**src/rtl/spi_burst_protocol.sv**
```systemverilog
// -----------------------------------------------------------------------------
// spi_burst_protocol
//
// Register-access protocol layered on top of an SPI word transceiver. The first
// frame after idle carries a command word (address, read/not-write, burst
// length). Subsequent frames either deliver write data, which is strobed onto
// the register bus, or collect read data, which is fetched from the register
// bus ahead of the frame that shifts it out.
//
// Ports
//   clk          clock
//   rst          asynchronous, active-high reset
//   data_fe_in   word received in the last SPI frame
//   ss_pos_edge  one-cycle pulse at frame end (SS deassert)
//   ss_neg_edge  one-cycle pulse at frame start (SS assert)
//   data_fe_out  word to shift out in the next frame (zero unless read data held)
//   address      register address
//   wr_data      register write data
//   we           one-cycle register write strobe
//   rd_req       register read request, held until rd_ack
//   rd_ack       register read data valid
//   rd_data      register read data
//   busy         transaction in progress (any state other than IDLE)
//   err          sticky read-underrun flag, cleared by the next command
// -----------------------------------------------------------------------------
module spi_burst_protocol #(
   parameter int DATA_W   = 32,
   parameter int ADDR_W   = 8,
   parameter int LEN_W    = 4,
   parameter int ADDR_INC = 1
) (
   input  logic              clk,
   input  logic              rst,
   input  logic [DATA_W-1:0] data_fe_in,
   input  logic              ss_pos_edge,
   input  logic              ss_neg_edge,
   output logic [DATA_W-1:0] data_fe_out,
   output logic [ADDR_W-1:0] address,
   output logic [DATA_W-1:0] wr_data,
   output logic              we,
   output logic              rd_req,
   input  logic              rd_ack,
   input  logic [DATA_W-1:0] rd_data,
   output logic              busy,
   output logic              err
);

   typedef enum logic [2:0] {
      IDLE     = 3'd0,
      RD_FETCH = 3'd1,
      RD_WAIT  = 3'd2,
      WR_DATA  = 3'd3,
      END      = 3'd4
   } state_t;

   // Address step truncated to the address width so arithmetic wraps naturally.
   localparam logic [ADDR_W-1:0] ADDR_STEP = ADDR_W'(ADDR_INC);

   state_t           state_r;
   logic [LEN_W-1:0] remaining_r;

   logic [ADDR_W-1:0] cmd_addr_s;
   logic              cmd_rnw_s;
   logic [LEN_W-1:0]  cmd_len_s;

   // Command word field decode.
   assign cmd_addr_s = data_fe_in[ADDR_W-1:0];
   assign cmd_rnw_s  = data_fe_in[ADDR_W];
   assign cmd_len_s  = data_fe_in[ADDR_W+LEN_W:ADDR_W+1];

   // Protocol state machine; every output is a register updated here.
   always_ff @(posedge clk or posedge rst) begin
      if (rst) begin
         state_r     <= IDLE;
         remaining_r <= {LEN_W{1'b0}};
         data_fe_out <= {DATA_W{1'b0}};
         address     <= {ADDR_W{1'b0}};
         wr_data     <= {DATA_W{1'b0}};
         we          <= 1'b0;
         rd_req      <= 1'b0;
         busy        <= 1'b0;
         err         <= 1'b0;
      end else begin
         case (state_r)
            IDLE: begin
               // Frame end in idle: the received word is a command.
               if (ss_pos_edge) begin
                  address     <= cmd_addr_s;
                  remaining_r <= cmd_len_s;
                  err         <= 1'b0;
                  busy        <= 1'b1;
                  if (cmd_rnw_s) begin
                     rd_req  <= 1'b1;
                     state_r <= RD_FETCH;
                  end else begin
                     state_r <= WR_DATA;
                  end
               end
            end

            RD_FETCH: begin
               // A frame ending before read data arrived is an underrun; it
               // wins over an rd_ack in the same cycle.
               if (ss_pos_edge) begin
                  err         <= 1'b1;
                  rd_req      <= 1'b0;
                  data_fe_out <= {DATA_W{1'b0}};
                  state_r     <= END;
               end else if (rd_ack) begin
                  rd_req      <= 1'b0;
                  data_fe_out <= rd_data;
                  state_r     <= RD_WAIT;
               end
            end

            RD_WAIT: begin
               // Frame end consumed the held word; fetch the next or finish.
               if (ss_pos_edge) begin
                  data_fe_out <= {DATA_W{1'b0}};
                  if (remaining_r == {LEN_W{1'b0}}) begin
                     state_r <= END;
                  end else begin
                     remaining_r <= remaining_r - LEN_W'(1);
                     address     <= address + ADDR_STEP;
                     rd_req      <= 1'b1;
                     state_r     <= RD_FETCH;
                  end
               end
            end

            WR_DATA: begin
               // we doubles as the "strobe in flight" marker: the address
               // only advances on the edge that retires the strobe.
               if (we) begin
                  we <= 1'b0;
                  if (remaining_r == {LEN_W{1'b0}}) begin
                     state_r <= END;
                  end else begin
                     remaining_r <= remaining_r - LEN_W'(1);
                     address     <= address + ADDR_STEP;
                  end
               end else if (ss_pos_edge) begin
                  wr_data <= data_fe_in;
                  we      <= 1'b1;
               end
            end

            END: begin
               if (ss_neg_edge) begin
                  busy    <= 1'b0;
                  state_r <= IDLE;
               end
            end

            default: begin
               state_r     <= IDLE;
               remaining_r <= {LEN_W{1'b0}};
               data_fe_out <= {DATA_W{1'b0}};
               we          <= 1'b0;
               rd_req      <= 1'b0;
               busy        <= 1'b0;
            end
         endcase
      end
   end

endmodule

```
**config.mk**
```make
export PLATFORM = sky130hd
export DESIGN_NAME = spi_burst_protocol
export DESIGN_NICKNAME = d
export VERILOG_FILES = /design/src/rtl/spi_burst_protocol.sv
export SDC_FILE = /design/constraint.sdc
export NUM_CORES = 1
export LEC_CHECK = 0
export CORE_MARGIN = 3
export CORE_UTILIZATION = 48
export CTS_BUF_LIST = sky130_fd_sc_hd__clkbuf_16
export CTS_CLUSTER_DIAMETER = 200
export DETAILED_ROUTE_END_ITERATION = 12
export PLACE_DENSITY = 0.86
export SYNTH_ARGS = -nofsm -noshare
export SYNTH_HDL_FRONTEND = slang
export SYNTH_SLANG_ARGS = --single-unit
```
**constraint.sdc**
```tcl
create_clock -name clk -period 5.6 [get_ports clk]
set_input_delay 1.12 -clock clk [delete_from_list [all_inputs] [get_ports clk]]
set_output_delay 1.12 -clock clk [all_outputs]
set_load 0.05 [all_outputs]
```
# --- Word level (Yosys, flattened, before mapping) ---
# Cells that the tools add are included.
word_totals:
  out_inout_bits: 76
  input_bits: 69
  regBits: 83
op_classes:
  addsub: 2
  reduce_logical: 17
  n_mux: 39
  n_bitwise: 5
  eq_ne: 13
op_table:
  columns: ["op", "count"]
  rows:
  - ["$mux 32", 3]
  - ["$pmux 32 s3", 1]
  - ["$mux 8", 4]
  - ["$mux 3", 8]
  - ["$pmux 8 s3", 1]
  - ["$mux 4", 4]
  - ["$ne 2x2->1 const B", 8]
  - ["$pmux 4 s4", 1]
  - ["$pmux 3 s5", 1]
  - ["$reduce_and 3->1", 4]
  - ["$reduce_and 6->1", 2]
  - ["$mux 1", 11]
  - ["$add 8x1->8 const B", 1]
  - ["$reduce_and 4->1", 2]
  - ["$eq 3x2->1 const B", 2]
  - ["$reduce_or 3->1", 2]
  - ["$not 1->1", 5]
  - ["$logic_not 4->1", 1]
  - ["$pmux 1 s2", 2]
  - ["$pmux 1 s4", 1]
  - ["$reduce_or 2->1", 2]
  - ["$reduce_or 4->1", 1]
  - ["$sub 4x1->4 const B", 1]
  - ["$eq 3x1->1 const B", 1]
  - ["7 further kinds", 7]

# --- Longest topological paths before layout ---
# Gate-level depths: netlist (run 1).
logic_depth:
  word_depth: 4
  ltp_mapped: 7
  ltp_nobuf: 6

# --- Worst setup path after synthesis (run 1) ---
# No wires, ideal clock.
synth_path:
  kind: "input-to-reg"
  start: "input ss_pos_edge"
  end: "register wr_data[1]"
  setup_ns: 0.128
  path_buffers: 3
  path_slack_ns: 3.219
  arrival_time_ns: 2.253
  cell_stages: 6
  path_cell_list: "buf_2 -> nand2b_1 -> or3_1 -> buf_2 -> buf_6 -> mux2_1"
synth_via:
  elab_chain_cells: 1
synth_rtl:
  columns: ["element", "line_no", "rtl"]
  rows:
  - ["start: declaration", "35", "input logic ss_pos_edge,"]
  - ["$reduce_and 3->1 (no line)", null, null]
  - ["end signal: assignment", "78", "wr_data <= {DATA_W{1'b0}};"]
  - ["end signal: assignment", "143", "wr_data <= data_fe_in;"]
  - ["end: declaration", "39", "output logic [DATA_W-1:0] wr_data,"]
# No other way between the ends.
# A chain may end at the register's enable or synchronous reset.

# --- Final worst setup path (run 1) ---
layout_path:
  start: "input ss_pos_edge"
  end: "register data_fe_out[16]"
layout_via:
  elab_chain_cells: 2
  elab_cells_between_ends: 5
layout_rtl:
  columns: ["element", "line_no", "rtl"]
  rows:
  - ["$ne 3x3->1 (no line) (tied with other cells)", null, null]
  - ["$reduce_and 3->1 (no line) or $pmux 32 s3 (tied branches)", null, null]
  - ["end signal: assignment", "76", "data_fe_out <= {DATA_W{1'b0}};"]
  - ["end signal: assignment", "107", "data_fe_out <= {DATA_W{1'b0}};"]
  - ["end signal: assignment", "111", "data_fe_out <= rd_data;"]
  - ["end: declaration", "37", "output logic [DATA_W-1:0] data_fe_out,"]
# Parallel ways exist; a longest one is shown, timed or not.

==> impl_metrics.csv, run 1 <==
group,metric,value,unit
run_status,status,"completed",
yosys,async_flop_share,100,%
timing,rsz0062_at_grt,"no",
yosys,synth_top_family_by_area,"multiplexers",
clock_tree,cts_tree,"yes",
setup_path,arrival,3.36,ns
power,power_frac_comb,57.4,%
clock_tree,clock_latency,0.33,ns
timing,drv_slew,0,
clock_tree,cts_sinks,83,
drt,routed_wirelength,9780,um
clock_tree,cts.path.max_buffers,2,
final_layout,layout-drive-gt1-share,10.6,%
timing,fin_crit_sh,55.8,%
final_layout,final_cell_mix,"clkdlybuf4s50_1 (144), dfrtp_1 (83), inv_1 (42), nand2_1 (42), mux2i_1 (34)",
clock_tree,numCtsBuffers,9,
setup_path,cp-end-kind,"flop",
power,p_clk_share,14.0,%
yosys,synth_compound_area_share,10.1,%
placed_design,dpl.hpwl,7080,um
timing,max_slew.worst_pin.slew,1.14,ns
drt,dr.pass1.iters,4,
timing,fin_skew,0.00684,ns
final_layout,layout_commonest_cell,"clkdlybuf4s50_1",
run,cap_viol_max_count,0,
clock_tree,cts_resized,0,
clock_tree,post-cts-setup-buffers,0,
floorplan,initial_core_util,50.0,%
yosys,synth_xor_area_share,0,%
worst_hold_path,hold_depth,1,
final_layout,synthToLayoutAreaGrowth,43.7,%
setup_path,crit_chain,"clkdlybuf4s50_1, nor2_1, o21ai_0, o211a_2, mux2i_1",
setup_path,crit_required,5.84,ns
clock_tree,cts-root-buf,"clkbuf_16",
power,p_switching,1.77,mW
clock_tree,cts_hold_buf,0,
yosys,synth_area,3900,sq um
grt,antenna_found_initial,0,
grt,grt_max_degree,43,
floorplan,die_area,9250,sq um
power,leakagePower,2.38,nW
setup_path,worstSetupPathType,"primary input to flop",
power,internal_power,1.92,mW
placed_design,io_buffers,144,
yosys,syn-instance-count,362,
worst_hold_path,min_from,"wr_data[1]$_DFFE_PP0P_",
grt,grt_pass1_vias,3278,
floorplan,std_cell_rows,32,
setup_path,slowest_delay,0.97,ns
power,p_seq_share,28.6,%
floorplan,die-height,96.2,um
yosys,ys.flop_type,"dfrtp_1",
grt,grt_pass1_wl,15600,um
yosys,netlist.area_leader.share,53.2,%
setup_path,rr_endpoint,"data_fe_out[16]$_DFFE_PP0P_",
timing,period_minus_slack,3.12,ns
grt,grt_use_total,21.8,%
worst_hold_path,hp-class,"flop to flop",
clock_tree,htree_levels,3,
yosys,synthAdderAreaFrac,0.962,%
yosys,synth_area_leader_cell,"dfrtp_1",
yosys,seq_area_frac_synth,53.2,%
power,total_power,3.70,mW
yosys,syn_avg_cell_area,10.8,sq um
drt,num_vias,3261,
power,sw_frac_of_total,47.9,%
drt,dr.first_iter.drc_count,161,
drt,viasPerCell,5.41,
setup_path,crit_fanout,32,
yosys,ys_types,40,
worst_hold_path,hold_end,"wr_data[1]$_DFFE_PP0P_",
floorplan,die_w,96.2,um
clock_tree,clk_pin_slew,0.06,ns
yosys,synth-edff-count,0,
final_layout,final_nets,568,
yosys,synth.area.top_cells,"dfrtp_1 (53%), mux2_2 (9.5%), mux2i_1 (8.7%)",
yosys,ys.warnings.count,0,
timing,relSlewSlack,23.7,%
power,power_per_cell_area,659,nW/um^2
placed_design,place_congestion,0.919,
setup_path,r2r-start,"state_r[1]$_DFFE_PP0P_",
drt,ant_nets,0,
setup_path,cpMaxStageDelayCell,"o211a_2",
timing,hold_viol_final,0,
yosys,synth_fp_nets,434,
timing,setup_viol,0,
setup_path,start_kind,"primary input",
setup_path,reg2reg_depth,4,
timing,fin_setup_tns,0,ns
grt,grt_remaining_overflow,0,
timing,max_freq,320,MHz
yosys,synthSimpleGateAreaFrac,9.49,%
floorplan,core,7810,sq um
setup_path,reg2reg_slack,2.90,ns
drt,routedWlPerCell,16.2,um
yosys,synth_mux_area_share,18.5,%
drt,drc_errors,0,
final_layout,n_antenna_cell,0,
floorplan,num_io_pins,145,
yosys,synth-seq-cells,83,
power,ir_drop,403,uV
==> per-layer routing <==
layer	vias up	track usage (%)	part of all wire (%)
met1	1600	27.0	39
met4	0	11.6	3.3
li1	1501	-	-
met3	26	5.00	6.3
met5	-	0	0
met2	134	35.4	52
==> per-stage QoR <==
stage	worst slack, ns	instances	utilization [%]	hold WS (ns)	instance area, sq um
2_1_floorplan	2.34	362	-	0.496	3900
3_3_place_gp	2.29	587	68.5	0.475	5350
3_5_place_dp	2.18	587	68.5	0.486	5350
4_1_cts	2.52	603	71.8	0.498	5610
5_1_grt	2.33	603	71.8	0.507	5610
6_report	2.48	603	71.8	0.496	5610
==> worst max-delay path by stage <==
stage          slack, ns   startpoint                          end
2_1_floorplan       2.34          rst       address[0]$_DFFE_PP0P_
3_3_place_gp        2.29  ss_pos_edge  data_fe_out[19]$_DFFE_PP0P_
3_5_place_dp        2.18  ss_pos_edge  data_fe_out[30]$_DFFE_PP0P_
4_1_cts             2.52  ss_pos_edge  data_fe_out[30]$_DFFE_PP0P_
5_1_grt             2.33  ss_pos_edge  data_fe_out[16]$_DFFE_PP0P_
6_report            2.48  ss_pos_edge  data_fe_out[16]$_DFFE_PP0P_
==> synth_stat cells, drive strengths merged, types with 2 or more instances <==
master   number
o22ai         6
nor3          4
a32oi         2
a21oi        13
nand2        42
o2111ai       2
a32o          2
nor2b         3
mux2         34
mux2i        34
ha            3
nand2b        2
or2           2
clkbuf        9
nor4          3
buf          14
nor3b         2
and3          2
inv          42
o21ai        22
a31oi         3
nor2         12
a22oi         3
dfrtp        83
nand3         3
o21a          5
==> worst max-delay path, delay by kind of cell <==
family / cells / cell delay, ns
multiplexers: 1 / 0.30
AND/OR/NAND/NOR: 1 / 0.12
AO/OA/AOI/OAI: 2 / 1.15
buffers and inverters: 1 / 0.64
==> sequential cells by signal, indices dropped and copies added, names as in the netlist <==
name / cells
address: 8
state_r: 3
remaining_r: 4
wr_data: 32
data_fe_out: 32
we: 1
rd_req: 1
err: 1
busy: 1
==> layout make-up <==
class	instances	area, sq um
clock inverters	7	36.3
multi-input cells	214	1530
clock buffers	9	225
repair buffers	146	1460
flip-flops and latches	83	2080
fillers	593	2200
well taps	102	128
inverters	42	159
==> power groups by stage <==
stage               clock network, mW  logic (mW)  registers, mW
detailed placement                  0        2.12           1.06
global route                    0.557        2.25           1.09
finish                          0.519        2.12           1.06
floorplan                           0       0.787           1.76
global placement                    0        2.08           1.04
CTS                             0.529        2.13           1.05
==> kinds of logic after synthesis <==
kind of cell             Yosys count
flip-flops                        83
adder cells (fa/ha/maj)            3
multiplexers                      68
AO/OA/AOI/OAI                     63
AND/OR/NAND/NOR                   80
buffers and inverters             65
Note: power is estimated with default switching activity, not from simulation.
==> inputs of run 2 (changes only) <==
Settings changed: CORE_UTILIZATION 48 to 45, PLACE_DENSITY 0.86 to 0.81.
Clock period 5.6 ns to 3.25 ns, I/O delays scaled along.
==> run 2 against run 1 <==
  * First-iteration DRC count fell by 27%
  * Count of clock-buffer cells in the layout is the same
  * Sequential power rose by 71%
==> impl_metrics.csv, run 2 (same netlist as run 1, synthesis figures left out) <==
group,metric,value,unit
setup_path,crit_fanout,32,
timing,period_minus_slack,2.32,ns
clock_tree,htree_levels,3,
grt,grt_use_total,19.5,%
grt,grt_remaining_overflow,0,
setup_path,crit_required,3.50,ns
placed_design,io_buffers,144,
clock_tree,cts_sinks,83,
final_layout,layout_commonest_cell,"clkdlybuf4s50_1",
clock_tree,cts-root-buf,"clkbuf_16",
drt,num_vias,3115,
run,cap_viol_max_count,0,
timing,hold_viol_final,0,
final_layout,fin_cells,608,
drt,viasPerCell,5.12,
timing,fin_skew,0.00502,ns
clock_tree,numCtsBuffers,9,
clock_tree,cts.path.max_buffers,2,
final_layout,fillers,665,
clock_tree,cts_hold_buf,0,
final_layout,final_cell_mix,"clkdlybuf4s50_1 (144), dfrtp_1 (83), inv_1 (42), nand2_1 (42), mux2i_1 (34)",
power,power_per_cell_area,1140,nW/um^2
setup_path,reg2reg_slack,0.93,ns
placed_design,dpl.hpwl,6870,um
setup_path,arrival,2.57,ns
timing,setup_viol,0,
final_layout,layout-drive-gt1-share,11.3,%
grt,antenna_found_initial,0,
worst_hold_path,hold_end,"wr_data[29]$_DFFE_PP0P_",
setup_path,r2r-start,"state_r[1]$_DFFE_PP0P_",
timing,max_slew.worst_pin.slew,0.783,ns
floorplan,die_area,9830,sq um
setup_path,cp-end-kind,"flop",
worst_hold_path,hold_depth,1,
floorplan,die-height,99.1,um
timing,drv_slew,0,
floorplan,num_io_pins,145,
grt,grt_max_degree,45,
floorplan,core,8300,sq um
clock_tree,cts_resized,0,
clock_tree,clock_latency,0.33,ns
power,ir_drop,613,uV
timing,max_freq,431,MHz
drt,routed_wirelength,9400,um
final_layout,synthToLayoutAreaGrowth,45.8,%
final_layout,final_nets,571,
power,leakagePower,2.43,nW
timing,fin_crit_sh,71.3,%
final_layout,top_regs,"data_fe_out: 32 flops, wr_data: 32 flops, address: 8 flops",
worst_hold_path,min_from,"wr_data[29]$_DFFE_PP0P_",
timing,relSlewSlack,47.8,%
grt,grt_pass1_vias,3218,
setup_path,rr_endpoint,"data_fe_out[14]$_DFFE_PP0P_",
drt,drc_errors,0,
setup_path,cp-startpoint,"state_r[1]$_DFFE_PP0P_",
setup_path,start_kind,"flop",
placed_design,dp_cells,593,
floorplan,initial_core_util,47.0,%
floorplan,die_w,99.1,um
final_layout,n_antenna_cell,0,
setup_path,reg2reg_depth,5,
setup_path,worstSetupPathType,"flop to flop",
timing,rsz0062_at_grt,"no",
worst_hold_path,hp-class,"flop to flop",
drt,ant_nets,0,
grt,grt_pass1_wl,15500,um
placed_design,place_congestion,0.872,
timing,fin_setup_tns,0,ns
floorplan,std_cell_rows,33,
drt,routedWlPerCell,15.5,um
run_status,status,"completed",
drt,dr.pass1.iters,4,
power,total_power,6.50,mW
clock_tree,post-cts-setup-buffers,0,
drt,dr.first_iter.drc_count,118,
clock_tree,cts_tree,"yes",
final_layout,postLayoutCoreUtil,68.6,%
clock_tree,clk_pin_slew,0.06,ns
run 2: changes by cell type in the layout (fill, tap and decap cells not counted), sizes merged:
cell      before  now
buf            2    5
bufinv         0    2
clkinvlp       2    0
clkinv         5    4
run 2: critical path, cell delays in order (launching register included):
cell and delay (ns):
dfrtp_1 0.81, nor3b_1 0.12, o21ai_0 0.34, o211a_2 0.24, buf_4 0.45, mux2i_1 0.25
run 2: power by group:
part / switching [mW] / internal [mW]
registers: 0.356 / 1.45
clock network: 0.385 / 0.664
logic: 2.28 / 1.37
total: 3.02 / 3.49
run 2: layer usage:
| layer | global-route usage [%] | wire, um | up-vias |
|---|---|---|---|
| li1 | - | - | 1500 |
| met1 | 23.3 | 3690 | 1496 |
| met2 | 33.0 | 4800 | 109 |
| met3 | 6.94 | 751 | 10 |
| met4 | 5.99 | 146 | 0 |
| met5 | 0 | 0 | - |
run 2: final cells by class:
cell class / count / area (sq um) / share of cell area, %
Clock buffer: 9 / 225 / 3.96
Clock inverter: 6 / 82.6 / 1.45
Inverter: 42 / 159 / 2.79
Multi-Input combinational cell: 214 / 1530 / 26.8
Sequential cell: 83 / 2080 / 36.5
Tap cell: 105 / 131 / 2.31
Timing Repair Buffer: 149 / 1490 / 26.2
run 2: worst max-delay path by stage:
stage                             endpoint  slack (ns)  depth (start not counted)
2_1_floorplan       address[0]$_DFFE_PP0P_        0.46                          1
3_3_place_gp   data_fe_out[12]$_DFFE_PP0P_        0.70                          6
3_5_place_dp   data_fe_out[14]$_DFFE_PP0P_        0.59                          6
4_1_cts        data_fe_out[15]$_DFFE_PP0P_        0.92                          5
5_1_grt        data_fe_out[23]$_DFFE_PP0P_        0.66                          5
6_report       data_fe_out[14]$_DFFE_PP0P_        0.93                          5
run 2: per-stage QoR:
step	hold slack, ns	setup slack, ns	area [sq um]
2_1_floorplan	0.496	0.463	3900
3_3_place_gp	0.476	0.702	5380
3_5_place_dp	0.494	0.595	5380
4_1_cts	0.506	0.916	5690
5_1_grt	0.517	0.658	5690
6_report	0.502	0.932	5690
==> inputs of run 3 (changes only) <==
Settings changed: CORE_UTILIZATION 45 to 40, PLACE_DENSITY 0.81 to 0.76.
Clock period 3.25 ns to 2.1 ns, I/O delays scaled along.
==> run 3 against run 2 <==
  * Clock skew about the same
  * Count of clock-buffer cells in the layout is the same
  * Cell count is 5.6% higher
  * Sequential power rose by 50%
  * Die area rose by 12%
  * Critical path depth fell by 4
  * Highest routed layer unchanged
  * Register-to-register slack worse by 0.74 ns
==> impl_metrics.csv, run 3 (same netlist as run 1, synthesis figures left out) <==
group,metric,value,unit
timing,drv_slew,0,
power,power_per_cell_area,1740,nW/um^2
timing,period_minus_slack,2.05,ns
grt,grt_use_total,17.8,%
worst_hold_path,hold_end,"wr_data[16]$_DFFE_PP0P_",
final_layout,n_antenna_cell,0,
setup_path,crit_required,1.68,ns
setup_path,slowest_delay,0.86,ns
power,p_switching,4.69,mW
clock_tree,htree_levels,3,
power,power_frac_comb,58.5,%
timing,rsz0062_at_grt,"no",
timing,fin_crit_sh,97.7,%
clock_tree,clk_pin_slew,0.06,ns
drt,routedWlPerCell,14.9,um
timing,fin_skew,0.00537,ns
drt,routed_wirelength,9590,um
drt,num_vias,3168,
drt,ant_nets,0,
grt,grt_pass1_vias,3305,
clock_tree,numCtsBuffers,9,
setup_path,rr_endpoint,"remaining_r[0]$_DFFE_PP0P_",
final_layout,layout_commonest_cell,"clkdlybuf4s50_1",
setup_path,crit_chain,"clkdlybuf4s50_1",
timing,hold_viol_final,0,
timing,max_freq,488,MHz
clock_tree,cts.path.max_buffers,2,
floorplan,die_w,105,um
floorplan,die_area,11000,sq um
clock_tree,post-cts-setup-buffers,0,
run,cap_viol_max_count,0,
grt,grt_remaining_overflow,0,
grt,antenna_found_initial,0,
final_layout,fillers,790,
setup_path,reg2reg_depth,6,
setup_path,worstSetupPathType,"flop to output pin",
clock_tree,cts_hold_buf,0,
grt,grtUsageMet3,4.63,%
final_layout,fin_cells,642,
setup_path,r2r-start,"remaining_r[0]$_DFFE_PP0P_",
setup_path,cp-startpoint,"address[3]$_DFFE_PP0P_",
placed_design,dpl.hpwl,7070,um
grt,grt_max_degree,43,
floorplan,die-height,105,um
final_layout,layout-drive-gt1-share,13.1,%
power,p_clk_share,14.5,%
power,ir_drop,996,uV
drt,dr.pass1.iters,4,
final_layout,postLayoutCoreUtil,61.9,%
setup_path,path_buf_inv,1,
power,sw_frac_of_total,46.4,%
setup_path,cp-end-kind,"output pin",
floorplan,initial_core_util,41.6,%
timing,max_slew.worst_pin.slew,0.609,ns
power,total_power,10.1,mW
floorplan,core,9370,sq um
timing,relSlewSlack,59.4,%
final_layout,top_regs,"data_fe_out: 32 flops, wr_data: 32 flops, address: 8 flops",
clock_tree,cts_sinks,83,
placed_design,dp_cells,628,
floorplan,std_cell_rows,35,
power,leakagePower,2.49,nW
drt,dr.first_iter.drc_count,94,
clock_tree,cts-root-buf,"clkbuf_16",
drt,viasPerCell,4.93,
timing,fin_setup_tns,0,ns
drt,drc_errors,0,
timing,setup_viol,0,
grt,grt_pass1_wl,16200,um
final_layout,final_cell_mix,"clkdlybuf4s50_1 (142), dfrtp_1 (83), inv_1 (42), nand2_1 (42), mux2i_1 (34)",
timing,layout_setup_ws,0.0490,ns
setup_path,crit_fanout,6,
clock_tree,cts_tree,"yes",
power,p_seq_share,27.0,%
grt,use_met1,22.7,%
setup_path,path_delay_family,"buffers and inverters",
placed_design,io_buffers,144,
grt,gr-usage-met2,29.2,%
setup_path,reg2reg_slack,0.19,ns
placed_design,dp_slack,0.0460,ns
worst_hold_path,min_from,"wr_data[16]$_DFFE_PP0P_",
final_layout,final_nets,582,
worst_hold_path,hp-class,"flop to flop",
setup_path,cpMaxStageDelayCell,"clkdlybuf4s50_1",
run_status,status,"completed",
clock_tree,clock_latency,0.32,ns
worst_hold_path,hold_depth,1,
placed_design,place_congestion,0.872,
power,internal_power,5.41,mW
setup_path,start_kind,"flop",
final_layout,synthToLayoutAreaGrowth,48.5,%
grt,grt_busiest_layer,"met2",
floorplan,num_io_pins,145,
setup_path,arrival,1.63,ns
==> run 3: cell types whose count changed in the layout (fill, tap and decap cells not counted) <==
| cell | previous run | this run |
|---|---|---|
| clkinv_1 | 0 | 1 |
| buf_12 | 1 | 3 |
| clkinv_4 | 1 | 0 |
| clkdlybuf4s50_1 | 144 | 142 |
| clkinvlp_4 | 0 | 1 |
| buf_4 | 4 | 14 |
| clkinv_2 | 3 | 2 |
| dlymetal6s2s_1 | 0 | 1 |
| bufinv_16 | 2 | 1 |
==> run 3: per-layer routing <==
layer  vias up  wire (um)
met5         -          0
met4         0        189
met3        14        569
met2        95       4770
met1      1540       4060
li1       1519          -
==> run 3: worst reg2reg max path: stages (launching register included) <==
cell and delay (ns):
dfrtp_1 0.39, inv_1 0.10, ha_1 0.19, or3b_1 0.47, a211oi_2 0.33, or2_2 0.19, o21ai_0 0.10
==> run 3: worst max-delay path by stage <==
stage,end,cells past startpoint
after floorplan,address[3]$_DFFE_PP0P_,7
after global placement,wr_data[1]$_DFFE_PP0P_,5
after detailed placement,data_fe_out[7]$_DFFE_PP0P_,6
after CTS,address[3],1
after global routing,address[3],1
final,address[3],1
==> run 3: power by group through the flow <==
stage / clock network (mW) / logic (mW) / registers [mW]
6_report: 1.47 / 5.91 / 2.72
5_1_grt: 1.58 / 6.27 / 2.83
4_1_cts: 1.51 / 5.96 / 2.73
3_5_place_dp: 0 / 5.93 / 2.74
3_3_place_gp: 0 / 5.86 / 2.71
2_1_floorplan: 0 / 2.10 / 4.70
==> run 3: final cells by class <==
| type | count | area [sq um] | area share (%) |
|---|---|---|---|
| clock buffers | 9 | 225 | 3.89 |
| inverters | 42 | 161 | 2.78 |
| repair buffers | 160 | 1600 | 27.6 |
| multi-input cells | 214 | 1530 | 26.3 |
| well taps | 129 | 161 | 2.78 |
| flip-flops and latches | 83 | 2080 | 35.8 |
| clock inverters | 5 | 47.5 | 0.820 |
==> run 3: timing repair <==
item | 4_1_cts | 5_1_grt
endpoints found under the hold margin | 0 | 0
setup endpoints to repair | 0 | 1
gates resized for setup | 0 | 1
==> run 3: metrics by stage <==
stage | instance area [sq um] | hold slack (ns)
floorplan | 3910 | 0.496
global placement | 5520 | 0.488
detailed placement | 5520 | 0.495
CTS | 5790 | 0.508
global route | 5800 | 0.529
finish | 5800 | 0.504
